`config.mk`:
```
export PLATFORM = sky130hd
export DESIGN_NAME = start_pulse_transmitter
export DESIGN_NICKNAME = d
export VERILOG_FILES = /design/src/rtl/start_tx_pkg.sv /design/src/rtl/start_pulse_transmitter_phase_counter.sv /design/src/rtl/start_pulse_transmitter.sv
export SDC_FILE = /design/constraint.sdc
export NUM_CORES = 1
export LEC_CHECK = 0
export CAP_MARGIN = 30
export CORE_MARGIN = 5
export CORE_UTILIZATION = 50
export DETAILED_ROUTE_END_ITERATION = 7
export PLACE_DENSITY = 0.73
export SYNTH_ARGS = -nofsm -noshare
export SYNTH_HDL_FRONTEND = slang
export SYNTH_SLANG_ARGS = --single-unit
```
`constraint.sdc`:
```
create_clock -name clk -period 2 [get_ports clk]
set_input_delay 0.6 -clock clk [delete_from_list [all_inputs] [get_ports clk]]
set_output_delay 0.6 -clock clk [all_outputs]
set_load 0.05 [all_outputs]
```
`src/rtl/start_tx_pkg.sv`:
```
// Shared types and parameter checks for the start pulse transmitter.
package start_tx_pkg;

  typedef enum logic [1:0] {
    IDLE = 2'b00,
    HIGH = 2'b01,
    LOW  = 2'b10
  } tx_state_t;

  // True when the parameter set can be built: non-zero phases/depth and a counter wide enough.
  function automatic bit params_ok(input int high_cycles, input int low_cycles,
                                   input int pend_depth, input int cnt_w);
    int longest;
    longest = (high_cycles > low_cycles) ? high_cycles : low_cycles;
    return (high_cycles >= 1) && (low_cycles >= 1) && (pend_depth >= 1) &&
           (cnt_w >= 1) && (cnt_w < 31) && ((32'sd1 << cnt_w) > longest);
  endfunction

endpackage

```
`src/rtl/start_pulse_transmitter_phase_counter.sv`:
```
// Loadable down-counter shared by the HIGH and LOW phases; holds at zero.
module phase_counter #(
  parameter int CNT_W = 4
) (
  input  logic             clk,
  input  logic             n_rst,
  input  logic             clr,
  input  logic             load,
  input  logic [CNT_W-1:0] load_val,
  output logic [CNT_W-1:0] count,
  output logic             zero
);

  localparam logic [CNT_W-1:0] CNT_ONE = CNT_W'(1);

  logic [CNT_W-1:0] cnt_r;

  // Phase count: clear wins, then load, then count down until zero.
  always_ff @(posedge clk or negedge n_rst) begin
    if (!n_rst) begin
      cnt_r <= '0;
    end else if (clr) begin
      cnt_r <= '0;
    end else if (load) begin
      cnt_r <= load_val;
    end else if (cnt_r != '0) begin
      cnt_r <= cnt_r - CNT_ONE;
    end else begin
      cnt_r <= cnt_r;
    end
  end

  assign count = cnt_r;
  assign zero  = (cnt_r == '0);

endmodule

```
`src/rtl/start_pulse_transmitter.sv`:
```
// Shapes start requests into HIGH/LOW waveforms on startData, queueing requests that arrive mid-waveform.
module start_pulse_transmitter
  import start_tx_pkg::*;
#(
  parameter int HIGH_CYCLES = 4,
  parameter int LOW_CYCLES  = 2,
  parameter int PEND_DEPTH  = 3,
  parameter int CNT_W       = 4
) (
  input  logic                            clk,
  input  logic                            n_rst,
  input  logic                            start_req,
  input  logic                            clear,
  output logic                            startData,
  output logic                            busy,
  output logic [$clog2(PEND_DEPTH+1)-1:0] pending,
  output logic                            overflow,
  output logic                            done
);

  localparam int PW = $clog2(PEND_DEPTH + 1);

  localparam logic [1:0] ST_IDLE = IDLE;
  localparam logic [1:0] ST_HIGH = HIGH;
  localparam logic [1:0] ST_LOW  = LOW;

  localparam logic [CNT_W-1:0] HIGH_LOAD = CNT_W'(HIGH_CYCLES - 1);
  localparam logic [CNT_W-1:0] LOW_LOAD  = CNT_W'(LOW_CYCLES - 1);
  localparam logic [CNT_W-1:0] CNT_ONE   = CNT_W'(1);
  localparam logic [PW-1:0]    PEND_MAX  = PW'(PEND_DEPTH);
  localparam logic [PW-1:0]    PEND_ONE  = PW'(1);

  if (!params_ok(HIGH_CYCLES, LOW_CYCLES, PEND_DEPTH, CNT_W)) begin : g_bad_params
    $error("start_pulse_transmitter: illegal parameter combination");
  end

  logic [1:0]       state_r, state_s;
  logic [PW-1:0]    pend_r, pend_s;
  logic             ovf_r, ovf_s;
  logic             busy_r, busy_s;
  logic             done_r, done_s;
  logic             load_s, consume_s, want_s, has_pend_s, zero_s;
  logic [CNT_W-1:0] load_val_s, cnt_s;

  phase_counter #(.CNT_W(CNT_W)) u_phase (
    .clk      (clk),
    .n_rst    (n_rst),
    .clr      (clear),
    .load     (load_s),
    .load_val (load_val_s),
    .count    (cnt_s),
    .zero     (zero_s)
  );

  // Next state, counter reload and request consumption.
  always_comb begin
    has_pend_s = (pend_r != '0);
    want_s     = start_req | has_pend_s;
    state_s    = state_r;
    load_s     = 1'b0;
    load_val_s = HIGH_LOAD;
    consume_s  = 1'b0;
    if (clear) begin
      state_s = ST_IDLE;
    end else begin
      case (state_r)
        ST_IDLE: begin
          if (want_s) begin
            state_s   = ST_HIGH;
            load_s    = 1'b1;
            consume_s = 1'b1;
          end else begin
            state_s = ST_IDLE;
          end
        end
        ST_HIGH: begin
          if (zero_s) begin
            state_s    = ST_LOW;
            load_s     = 1'b1;
            load_val_s = LOW_LOAD;
          end else begin
            state_s = ST_HIGH;
          end
        end
        ST_LOW: begin
          if (zero_s && want_s) begin
            state_s   = ST_HIGH;
            load_s    = 1'b1;
            consume_s = 1'b1;
          end else if (zero_s) begin
            state_s = ST_IDLE;
          end else begin
            state_s = ST_LOW;
          end
        end
        default: begin
          state_s = ST_IDLE;
        end
      endcase
    end
  end

  // Pending queue and sticky overflow; a consumed request paired with a new one leaves the count alone.
  always_comb begin
    pend_s = pend_r;
    ovf_s  = ovf_r;
    if (clear) begin
      pend_s = '0;
      ovf_s  = 1'b0;
    end else if (consume_s) begin
      if (has_pend_s && !start_req) begin
        pend_s = pend_r - PEND_ONE;
      end else begin
        pend_s = pend_r;
      end
    end else if (start_req) begin
      if (pend_r == PEND_MAX) begin
        ovf_s = 1'b1;
      end else begin
        pend_s = pend_r + PEND_ONE;
      end
    end else begin
      pend_s = pend_r;
    end
  end

  // done marks the cycle whose counter value will be zero while in LOW.
  always_comb begin
    busy_s = (state_s != ST_IDLE);
    if (state_s == ST_LOW) begin
      done_s = load_s ? (load_val_s == '0) : (cnt_s == CNT_ONE);
    end else begin
      done_s = 1'b0;
    end
  end

  // State and output registers.
  always_ff @(posedge clk or negedge n_rst) begin
    if (!n_rst) begin
      state_r <= ST_IDLE;
      pend_r  <= '0;
      ovf_r   <= 1'b0;
      busy_r  <= 1'b0;
      done_r  <= 1'b0;
    end else begin
      state_r <= state_s;
      pend_r  <= pend_s;
      ovf_r   <= ovf_s;
      busy_r  <= busy_s;
      done_r  <= done_s;
    end
  end

  assign startData = state_r[0];
  assign busy      = busy_r;
  assign pending   = pend_r;
  assign overflow  = ovf_r;
  assign done      = done_r;

endmodule

```
==> results of run 1 <==
[cells by family after synthesis]
| group | share of synthesized area [%] |
|---|---|
| fa+ha+maj | 5.69 |
| xor+xnor | 1.33 |
| mux | 4.55 |
| buf+inv | 5.31 |
| flops | 41.7 |
| simple gates | 25.1 |
| compound gates | 16.3 |
[power by group through the flow]
stage / clock (mW) / combinational (mW) / sequential [mW]
4_1_cts: 0.156 / 0.442 / 0.338
5_1_grt: 0.169 / 0.501 / 0.347
3_5_place_dp: 0 / 0.438 / 0.343
3_3_place_gp: 0 / 0.438 / 0.342
6_report: 0.151 / 0.440 / 0.339
2_1_floorplan: 0 / 0.322 / 0.358
[final timing paths]
path / from / endpoint / slack (ns) / depth (start not counted)
max in group asynchronous: n_rst / u_phase.count[0] / 1.01 / 1
worst min register to register: overflow / overflow / 0.51 / 2
worst max-delay path: u_phase.count[1] / pending[0] / 0.14 / 6
worst min-delay path: overflow / overflow / 0.51 / 2
worst max register to register: u_phase.count[1] / pending[0] / 0.14 / 6
min in group asynchronous: n_rst / pending[0] / 0.66 / 1
[cells in the mapped netlist, drive strengths merged (2+ instances only)]
library cell / count / area share (%)
inv: 3 / 1.7
dfrtp: 11 / 42
a21oi: 5 / 5.5
mux2i: 3 / 4.6
nor4b: 2 / 2.7
clkbuf: 2 / 1.1
nor3: 4 / 3.0
ha: 3 / 5.7
nand2: 7 / 4.0
nor2: 7 / 4.0
and3: 2 / 1.9
o21ai: 2 / 1.5
a221oi: 2 / 3.6
buf: 2 / 2.5
[tightest hold or removal path, stage by stage (launching register included)]
cell     delay, ns
dfrtp_1       0.35
a31oi_1       0.05
nor2_1        0.07
[metal layers]
| metal | GRT usage, % | vias to the layer above | wire length, um |
|---|---|---|---|
| li1 | - | 279 | - |
| met1 | 17.7 | 254 | 617 |
| met2 | 22.3 | 13 | 558 |
| met3 | 7.81 | 4 | 110 |
| met4 | 5.11 | 0 | 24 |
| met5 | 0 | - | 0 |
[stage by stage]
| step | std cells | instance area (um^2) | power [mW] | hold WS [ns] | util, % |
|---|---|---|---|---|---|
| 2_1_floorplan | 70 | 659 | 0.680 | 0.304 | - |
| 3_3_place_gp | 95 | 779 | 0.780 | 0.489 | 61.4 |
| 3_5_place_dp | 95 | 779 | 0.781 | 0.500 | 61.4 |
| 4_1_cts | 99 | 806 | 0.936 | 0.513 | 63.5 |
| 5_1_grt | 99 | 806 | 1.02 | 0.551 | 63.5 |
| 6_report | 99 | 806 | 0.930 | 0.506 | 63.5 |
[area by class of cell]
cell class / count / area, um^2
sequential: 11 / 275
multi-input combinational: 52 / 349
fill: 118 / 463
clock buffer: 4 / 26.3
timing repair buffer: 14 / 125
inverter: 3 / 11.3
tap: 15 / 18.8
[cell usage in the layout, fill, tap and decap left out, types with 2 or more instances in the layout]
master	count
and3_1	2
o21ai_0	2
buf_4	10
mux2i_1	3
nand2_1	7
nor3_1	4
dfrtp_1	11
ha_1	3
a21oi_1	4
clkdlybuf4s50_1	3
inv_1	3
nor2_1	7
clkbuf_4	3
nor4b_1	2
[registers in the layout (all words and copies together) (netlist names)]
register and flops:
done 1, state_r 2, u_phase.count 4, busy 1, pending 2, overflow 1
==> flow_summary.toml, run 1 <==
[layout]
diodes = 0
nets = 92
drive_gt1_share_pct = 20.2
area_delta_synth_final_pct = 22.2

[logic_synthesis]
synth_cell_types = 32
synthFlopType = "dfrtp_1"
ys_seq_area_share_pct = 41.7
ys.warnings.count = 0
avgSynthCellArea_um2 = 9.42
synthCells = 70
netlist_area_um2 = 659
synth_nets = 77
synth-seq-cells = 11
postSynth.asyncResetShare_pct = 100
synth_enable_flop_cells = 0

[placement]
gp_congestion = 0.918
dp_hpwl_um = 971
dp_slack_ns = 0.0268
io_buffers = 9

[cts]
ctsRootBufferMaster = "clkbuf_4"
tritoncts = "yes"
clkTransAtPathRegs_ns = 0.07
htree_levels = 1
clock_path_buffers = 2
post-cts-setup-buffers = 0
cts_inserted_buffers = 3
clk_latency_ns = 0.27
clock-sinks = 11
cts_hold_buf = 0
cts_resized = 0

[critical_path]
worstSetupPathType = "flop to flop"
crit_path_start_kind = "flop"
cp.arrival_ns = 2.05
slowest_delay_ns = 0.50
cp_max_fo = 7
path_delay_family = "simple AND/OR/NAND/NOR gates"
cp_data_required_time_ns = 2.18
cp_slowest_cell = "or3b_1"
timing.critical_path.cells = "inv_1 > ha_1 > or3b_1 > a21oi_4 > mux2i_1 > a221oi_2"
path_buf_inv = 1
end_kind = "flop"

[drt]
dr_total_vias = 550
first_pass_iters = 4
drc = 0
wl_per_cell_um = 13.2
drt_iter0_markers = 8
vias_per_cell = 5.56
ant_nets = 0
routed_wl_um = 1310

[power_and_ir_drop]
p_sw_uw = 391
seqPwrFrac_pct = 36.4
power.share.clock_pct = 16.2
p_comb_share_pct = 47.4
p_int_uw = 538
ir_drop_v = 0.000632
p_leak_nw = 0.385
p_per_area_nw_per_um2 = 1150
p_sw_share_pct = 42.1

[sta]
hold_viol = 0
tightest_slew_ns = 0.565
finalClockSkew_ns = 0.00251
fmax_mhz = 536
fin_tns_setup_ns = 0
finalCritPeriodShare_pct = 93.2
rsz0062_at_grt = "no"
relSlewSlack_pct = 62.3
finalMaxSlewViolations = 0
setup_ws_ns = 0.136
setup_viol = 0
min_period_ns = 1.86

[floorplanning]
die_h_um = 46.3
die_area_um2 = 2150
num_io_pins = 10
start_util_pct = 52.0
core_region_area_um2 = 1270
die_x_um = 46.3
row_count = 13

[global_route]
track_usage_pct = 14.8
grt_max_degree = 16
grt_pass1_vias = 507
grt_pass1_wl_um = 2210
antenna_found_initial = 0
grt-ovfl-total = 0

[flow_run]
maxCapViolCount = 0

[min_path]
hp-class = "flop to flop"

[status]
outcome = "complete, no violations"
(Power assumes the default switching activity.)
==> run 2: changes to the inputs <==
==> constraint.sdc (replaced) <==
create_clock -name clk -period 2 [get_ports clk]
set_input_delay 0.5 -clock clk [delete_from_list [all_inputs] [get_ports clk]]
set_output_delay 0.5 -clock clk [all_outputs]
set_load 0.05 [all_outputs]
==> run 2 against run 1 <==
Utilization decreased by 0.59 points. Non-clock buffer count shrank 2. Clock skew up 0.00083 ns. Critical endpoint is now overflow. Register-to-register slack lost 0.04 ns. Worst setup slack got worse by 0.071 ns. Global-route usage is 1.3 points higher. Largest power group unchanged. Combinational power is essentially flat. Largest cell class unchanged. Critical path depth is 5 lower. First-iteration DRC count grew 75%. Critical path type is now flop to output port.
==> flow_summary.toml, run 2 (synthesized netlist as in run 1, its figures left out) <==
[critical_path]
slowest_delay_ns = 0.81
timing.critical_path.cells = "clkdlybuf4s50_1"
r2r_cells = 6
crit_path_start_kind = "flop"
cp-startpoint = "overflow"
cp.depth = 1
end_kind = "output port"
reg2reg_to = "pending[0]"
cp_max_fo = 2
r2r-start = "u_phase.count[1]"
path_buf_inv = 1
rrSetupSlack_ns = 0.10
crit_end = "overflow"
cp_data_required_time_ns = 1.50
worstSetupPathType = "flop to output port"
cp.arrival_ns = 1.44
cp_slowest_cell = "clkdlybuf4s50_1"
path_delay_family = "buffers and inverters"

[placement]
dp_hpwl_um = 1020
io_buffers = 9
dp_slack_ns = 0.112
gp_congestion = 0.865

[floorplanning]
start_util_pct = 52.0
die_h_um = 46.3
die_x_um = 46.3
row_count = 13
die_area_um2 = 2150
num_io_pins = 10
core_region_area_um2 = 1270

[cts]
tritoncts = "yes"
clock-sinks = 11
htree_levels = 1
clock_path_buffers = 2
ctsRootBufferMaster = "clkbuf_4"
cts_inserted_buffers = 3
clk_latency_ns = 0.27
cts_hold_buf = 0
cts_resized = 0
clkTransAtPathRegs_ns = 0.06
post-cts-setup-buffers = 0

[drt]
drt_iter0_markers = 14
wl_per_cell_um = 14.2
drc = 0
vias_per_cell = 5.55
dr_total_vias = 538
ant_nets = 0
routed_wl_um = 1380
first_pass_iters = 4

[power_and_ir_drop]
ir_drop_v = 0.000523
p_leak_nw = 0.370
p_per_area_nw_per_um2 = 1170

[status]
outcome = "complete, no violations"

[global_route]
grt_pass1_vias = 512
grt-ovfl-total = 0
grt_pass1_wl_um = 2400
grt_max_degree = 16
track_usage_pct = 16.1
antenna_found_initial = 0

[layout]
diodes = 0
nets = 90
largest_reg_flops = 4
final_common_cell = "dfrtp_1"
final_cell_mix = "dfrtp_1 (11), nand2_1 (7), nor2_1 (7)"
area_delta_synth_final_pct = 21.1
drive_gt1_share_pct = 14.6

[flow_run]
maxCapViolCount = 0

[sta]
setup_ws_ns = 0.0644
tightest_slew_ns = 0.572
fin_tns_setup_ns = 0
hold_viol = 0
relSlewSlack_pct = 61.8
min_period_ns = 1.94
fmax_mhz = 517
finalMaxSlewViolations = 0
finalClockSkew_ns = 0.00334
rsz0062_at_grt = "no"
hold_ws_ns = 0.515
finalCritPeriodShare_pct = 96.8
setup_viol = 0

[min_path]
hp-class = "flop to flop"
run 2: cell count changes in the layout (fill, tap and decap cells not counted):
cell	previous run	this run
clkdlybuf4s50_1	3	6
buf_4	10	5
run 2: metrics by stage:
stage | area, um^2 | util (%) | power (mW) | std cells
after floorplan | 659 | - | 0.680 | 70
after global placement | 772 | 60.8 | 0.774 | 93
after detailed placement | 772 | 60.8 | 0.779 | 93
after CTS | 798 | 62.9 | 0.938 | 97
after global routing | 798 | 62.9 | 1.02 | 97
final | 798 | 62.9 | 0.935 | 97
run 2: metal layers:
| metal | share of wire (%) | up-vias | wire length [um] | global-route usage, % |
|---|---|---|---|---|
| li1 | - | 272 | - | - |
| met1 | 46 | 249 | 638 | 21.1 |
| met2 | 47 | 11 | 641 | 24.2 |
| met3 | 4.5 | 6 | 62 | 3.52 |
| met4 | 2.4 | 0 | 33 | 8.52 |
| met5 | 0 | - | 0 | 0 |
run 2: layout make-up:
class,instances,area [um^2]
fill,115,470
multi-input combinational,52,349
sequential,11,275
timing repair buffer,12,118
clock buffer,4,26.3
tap,15,18.8
inverter,3,11.3
run 2: report_power, final:
part	switching, mW	internal, mW	total (mW)
clock	0.0755	0.0774	0.153
sequential	0.0742	0.265	0.339
combinational	0.249	0.194	0.442
run 2: worst min path at each step:
stage,slack (ns),depth (start not counted),from,end
6_report,0.52,2,overflow,overflow
5_1_grt,0.54,2,overflow,overflow
4_1_cts,0.52,2,overflow,overflow
3_5_place_dp,0.51,2,overflow,overflow
3_3_place_gp,0.49,2,overflow,overflow
2_1_floorplan,0.20,0,n_rst,busy
